## config.mk

```make
export PLATFORM = sky130hd
export DESIGN_NAME = droid_commander
export DESIGN_NICKNAME = d
export VERILOG_FILES = /design/src/rtl/droid_commander.sv
export SDC_FILE = /design/constraint.sdc
export NUM_CORES = 1
export LEC_CHECK = 0
export ABC_AREA = 1
export BUFFER_PORTS_ARGS = -buffer_cell sky130_fd_sc_hd__buf_2
export CORE_MARGIN = 10
export CORE_UTILIZATION = 25
export DETAILED_ROUTE_END_ITERATION = 6
export GPL_ROUTABILITY_DRIVEN = 0
export GPL_TIMING_DRIVEN = 0
export PLACE_DENSITY = 0.55
export SLEW_MARGIN = 30
export SYNTH_ARGS = -nofsm -noshare
export SYNTH_HDL_FRONTEND = slang
export SYNTH_SLANG_ARGS = --single-unit
```

## constraint.sdc

```tcl
create_clock -name clk -period 1.96 [get_ports clk]
set_input_delay 0.392 -clock clk [delete_from_list [all_inputs] [get_ports clk]]
set_output_delay 0.392 -clock clk [all_outputs]
set_load 0.005 [all_outputs]
```

## src/rtl/droid_commander.sv

```systemverilog
// Host-to-droid command sequencer: issues one opcode per accepted command and returns a status/data response.
// Optional build macro SHUTDOWN_LOCK_EN: SHUTDOWN locks out every command except RESET until RESET is issued.
module droid_commander #(
  parameter int unsigned RSP_LAT = 2,
  parameter int unsigned TIMEOUT = 255
) (
  input  logic        clk,
  input  logic        reset,
  input  logic        cmd_valid,
  output logic        cmd_ready,
  input  logic [3:0]  cmd_op,
  input  logic [7:0]  cmd_data,
  input  logic [15:0] cmd_loc,
  output logic [3:0]  opcode,
  output logic [7:0]  DataIn,
  output logic [15:0] LocIn,
  input  logic [7:0]  DataOut,
  input  logic [15:0] GPS,
  output logic        rsp_valid,
  input  logic        rsp_ready,
  output logic [7:0]  rsp_data,
  output logic [1:0]  rsp_status
);

  typedef enum logic [2:0] {
    S_IDLE, S_ISSUE, S_WAIT_RSP, S_WAIT_ARRIVE, S_DONE
  } state_t;

  localparam logic [3:0] OP_GOTO     = 4'b0110;
  localparam logic [3:0] OP_RESET    = 4'b1100;
  localparam logic [3:0] OP_SHUTDOWN = 4'b1101;

  localparam logic [1:0] ST_OK      = 2'b00;
  localparam logic [1:0] ST_TIMEOUT = 2'b01;
  localparam logic [1:0] ST_ILLEGAL = 2'b10;
  localparam logic [1:0] ST_LOCKED  = 2'b11;

  state_t      state_q, state_d;
  logic [3:0]  op_q, op_d;
  logic [7:0]  data_q, data_d;
  logic [15:0] loc_q, loc_d;
  logic [7:0]  cnt_q, cnt_d;
  logic [7:0]  rsp_data_q, rsp_data_d;
  logic [1:0]  rsp_status_q, rsp_status_d;
  logic        blocked;

  function automatic logic is_legal(input logic [3:0] op);
    case (op)
      4'b0000, 4'b0100, 4'b0101, 4'b0110, 4'b0111,
      4'b1000, 4'b1001, 4'b1010, 4'b1100, 4'b1101: is_legal = 1'b1;
      default:                                     is_legal = 1'b0;
    endcase
  endfunction

  function automatic logic is_query(input logic [3:0] op);
    is_query = (op == 4'b1000) || (op == 4'b1001) || (op == 4'b1010);
  endfunction

`ifdef SHUTDOWN_LOCK_EN
  logic lock_q, lock_d;
  assign blocked = lock_q && (cmd_op != OP_RESET);
`else
  assign blocked = 1'b0;
`endif

  always_comb begin
    state_d      = state_q;
    op_d         = op_q;
    data_d       = data_q;
    loc_d        = loc_q;
    cnt_d        = cnt_q;
    rsp_data_d   = rsp_data_q;
    rsp_status_d = rsp_status_q;
`ifdef SHUTDOWN_LOCK_EN
    lock_d       = lock_q;
`endif
    case (state_q)
      S_IDLE: begin
        if (cmd_valid) begin
          op_d   = cmd_op;
          data_d = cmd_data;
          loc_d  = cmd_loc;
          cnt_d  = '0;
          if (blocked) begin
            state_d      = S_DONE;
            rsp_data_d   = '0;
            rsp_status_d = ST_LOCKED;
          end else if (!is_legal(cmd_op)) begin
            state_d      = S_DONE;
            rsp_data_d   = '0;
            rsp_status_d = ST_ILLEGAL;
          end else begin
            state_d = S_ISSUE;
          end
        end
      end
      S_ISSUE: begin
        // cnt counts cycles since ISSUE, so WAIT_* cycle k sees cnt == k
        cnt_d = 8'd1;
`ifdef SHUTDOWN_LOCK_EN
        if (op_q == OP_SHUTDOWN) lock_d = 1'b1;
        if (op_q == OP_RESET)    lock_d = 1'b0;
`endif
        if (is_query(op_q)) begin
          state_d = S_WAIT_RSP;
        end else if (op_q == OP_GOTO) begin
          state_d = S_WAIT_ARRIVE;
        end else begin
          state_d      = S_DONE;
          rsp_data_d   = '0;
          rsp_status_d = ST_OK;
        end
      end
      S_WAIT_RSP: begin
        if (cnt_q == 8'(RSP_LAT)) begin
          state_d      = S_DONE;
          rsp_data_d   = DataOut;
          rsp_status_d = ST_OK;
        end else begin
          cnt_d = cnt_q + 8'd1;
        end
      end
      S_WAIT_ARRIVE: begin
        // arrival wins over a timeout in the same cycle
        if (GPS == loc_q) begin
          state_d      = S_DONE;
          rsp_data_d   = '0;
          rsp_status_d = ST_OK;
        end else if (cnt_q == 8'(TIMEOUT)) begin
          state_d      = S_DONE;
          rsp_data_d   = '0;
          rsp_status_d = ST_TIMEOUT;
        end else begin
          cnt_d = cnt_q + 8'd1;
        end
      end
      S_DONE: begin
        if (rsp_ready) state_d = S_IDLE;
      end
      default: state_d = S_IDLE;
    endcase
  end

  always_ff @(posedge clk) begin
    if (reset) begin
      state_q      <= S_IDLE;
      op_q         <= '0;
      data_q       <= '0;
      loc_q        <= '0;
      cnt_q        <= '0;
      rsp_data_q   <= '0;
      rsp_status_q <= ST_OK;
`ifdef SHUTDOWN_LOCK_EN
      lock_q       <= 1'b0;
`endif
    end else begin
      state_q      <= state_d;
      op_q         <= op_d;
      data_q       <= data_d;
      loc_q        <= loc_d;
      cnt_q        <= cnt_d;
      rsp_data_q   <= rsp_data_d;
      rsp_status_q <= rsp_status_d;
`ifdef SHUTDOWN_LOCK_EN
      lock_q       <= lock_d;
`endif
    end
  end

  assign cmd_ready  = (state_q == S_IDLE);
  assign opcode     = (state_q == S_ISSUE) ? op_q : 4'b0000;
  assign rsp_valid  = (state_q == S_DONE);
  assign DataIn     = data_q;
  assign LocIn      = loc_q;
  assign rsp_data   = rsp_data_q;
  assign rsp_status = rsp_status_q;

endmodule

```

==> metrics.csv <==
metric,value,unit
via count of the first global-routing pass,2689,
setup bufs post-CTS,0,
GRT overflow,0,
Nets,571,
Worst Tran Pin Value,0.540,ns
"top cells by area, synth","dfxtp_1, nand2_1, inv_1",
Setup TNS Final,0,ns
Yosys top cell area share,36.6,%
share of layout cells above drive strength 1,28.4,%
Synth Flop Type,dfxtp_1,
WL/cell,12.2,um
drt initial violations,132,
register area share after synthesis,36.6,%
Fillers,1170,
Area after DPL,3320,sq um
Leakage,1.74,nW
HPWL after DPL,6.32,mm
Synth Register Bits,49,
post-DR vias/cell,4.31,
die width,123,um
IO Count,96,
slew margin rel.,63.7,%
register clock-pin slew on the reported worst setup and hold paths,0.09,ns
cell count after synthesis,411,
Peak supply drop,323,uV
clk root buf,clkbuf_8,
Die ar.,15200,sq um
CP max FO,10,
Hold Crit Class,input port to flop,
Num CTS Buffers,5,
Mapped Nets,469,
Crit path largest cell delay,0.47,ns
mean post-synth cell area,6.51,sq um
Synth area leader,dfxtp_1,
# rows,37,
Fmax,551,MHz
Post-synth EDFFs,0,
Pwr Density,903,nW/um^2
Ant. Diodes,0,
Max clock buf depth,2,
total number of yosys warnings,0,
post-layout min period,1.81,ns
Layout area overhead,28.0,%
first-pass GRT wire length,12.7,mm
clock skew,0.0175,ns
Fin Hold WS,0.322,ns
"Cell Count, Final, Fillers Out",650,
core area,10400,sq um
via count,2799,
H-tree levels,2,
Finished Cell Area,3430,sq um
Crit-path slowest cell,dfxtp_1,
Async SR Flop Fraction,0,%
Port Buffers,95,
gr usage total,10.2,%
clock sink count,49,
Starting Density,25.8,%
initial antenna violation count,0,
Worst Path Required,1.57,ns
Fin. Hold Viols,0,
Worst Setup Start Kind,flop,
Post-DRT Antenna Nets,0,
"Cell Chain, Critical Path",inv_2 > nand2_2 > inv_1 > buf_2 > buf_2,
WL final,7.90,mm
RSZ-0062 raised after global routing,no,
"Clk Latency, worst-skew pair",0.31,ns
max-slew violations,0,
synthesized area,2680,sq um
largest net degree at the start of global routing,15,
fin crit share,92.5,%
Worst Path Arrival,1.42,ns
"Core Util, Final",33.1,%
Pwr Total,3.09,mW
CTS tree,built,
Placement Setup Slack,0.0494,ns
cell mode on critical path,buf_2,
status,finished clean,
critical path class,flop to primary output,
DRC Markers,0,
Max Cap Viol,0,
Yosys cell types,33,
Final WS setup,0.146,ns
DRT Pass-1 Iters,4,
final setup fails,0,
Die Height,123,um
Setup crit end kind,primary output,
placed cells,642,
## registers in the layout, indices dropped and copies added, names as in the netlist
| name | count |
|---|---|
| DataIn | 8 |
| LocIn | 16 |
| cnt_q | 8 |
| op_q | 4 |
| rsp_data | 8 |
| rsp_status | 2 |
| state_q | 3 |
## final cells by class
cell class              count  area, sq um  share of cell area (%)
inverters                  73          280                    8.18
clock buffers               7         76.3                    2.23
multi-input cells         276         1370                    39.9
flip-flops and latches     49          985                    28.7
plain buffers              13         67.6                    1.97
clock inverters             1         7.51                   0.219
repair buffers             95          475                    13.9
well taps                 136          170                    4.96
## worst max-delay path: cells and delay by family (launching register included)
family | cells | cell delay [ns]
buf+inv | 4 | 0.50
flops | 1 | 0.47
simple gates | 1 | 0.14
## kinds of logic after synthesis
kind of cell / Yosys count / synth area share [%]
flip-flops: 49 / 36.6
XOR/XNOR: 1 / 0.327
AND/OR/NAND/NOR: 206 / 35.7
AO/OA/AOI/OAI: 67 / 13.6
buffers and inverters: 86 / 12.9
adder cells (fa/ha/maj): 2 / 0.934
## report_power, final
group	switching [mW]	internal, mW
clock	0.352	0.254
sequential	0.122	1.18
combinational	0.715	0.474
total	1.19	1.90
## layer usage
| metal | up-vias | wire [um] | GRT usage, % |
|---|---|---|---|
| met4 | 0 | 96 | 2.77 |
| met2 | 66 | 3790 | 17.5 |
| met1 | 1245 | 3490 | 11.9 |
| met5 | - | 0 | 0 |
| li1 | 1479 | - | - |
| met3 | 9 | 527 | 3.28 |
## synth_stat cells, types with 2 or more instances
library cell,n
nand2_1,109
inv_1,64
dfxtp_1,49
nor2_1,41
a21oi_1,35
o21ai_0,27
nand3_1,21
nand4_1,10
buf_2,7
nand2_2,6
clkbuf_1,5
inv_2,5
nor2_2,4
nor2_4,4
ha_1,2
inv_4,2
nor2_8,2
nor3_1,2
nor3b_1,2
## worst paths after layout
path / start / endpoint / slack [ns] / cells after the start
worst min register to register: DataIn[2]$_SDFFE_PP0P_ / DataIn[2]$_SDFFE_PP0P_ / 0.47 / 2
worst max register to register: cnt_q[0]$_SDFFE_PP0P_ / cnt_q[7]$_SDFFE_PP0P_ / 0.16 / 10
worst min-delay path: reset / cnt_q[3]$_SDFFE_PP0P_ / 0.32 / 2
worst max-delay path: state_q[2]$_SDFFE_PP0P_ / cmd_ready / 0.15 / 5
## timing repair
action | CTS | global route
hold buffers | 0 | 0
setup endpoints to repair | 0 | 21
resized for setup | 0 | 10
endpoints found under the hold margin | 0 | 0
## cell usage in the layout, fill, tap and decap left out, types with 2 or more instances in the layout
cell type  synthesis  layout
a21oi_1           35      35
nor2_8             2       2
clkbuf_1           5       7
nor3b_1            2       2
nand2_4            1       2
nor3_1             2       2
inv_4              2       2
nand4_1           10      10
ha_1               2       2
nor2_1            41      40
nor2_2             4       5
inv_1             64      64
dfxtp_1           49      46
clkbuf_8           0       5
nor2_4             4       4
nand3_2            1       2
buf_2              7     101
dfxtp_2            0       3
o21ai_0           27      26
nand2_2            6       6
nand2_1          109     108
nand3_1           21      20
inv_2              5       5
Power figures use the tool's default switching activity.
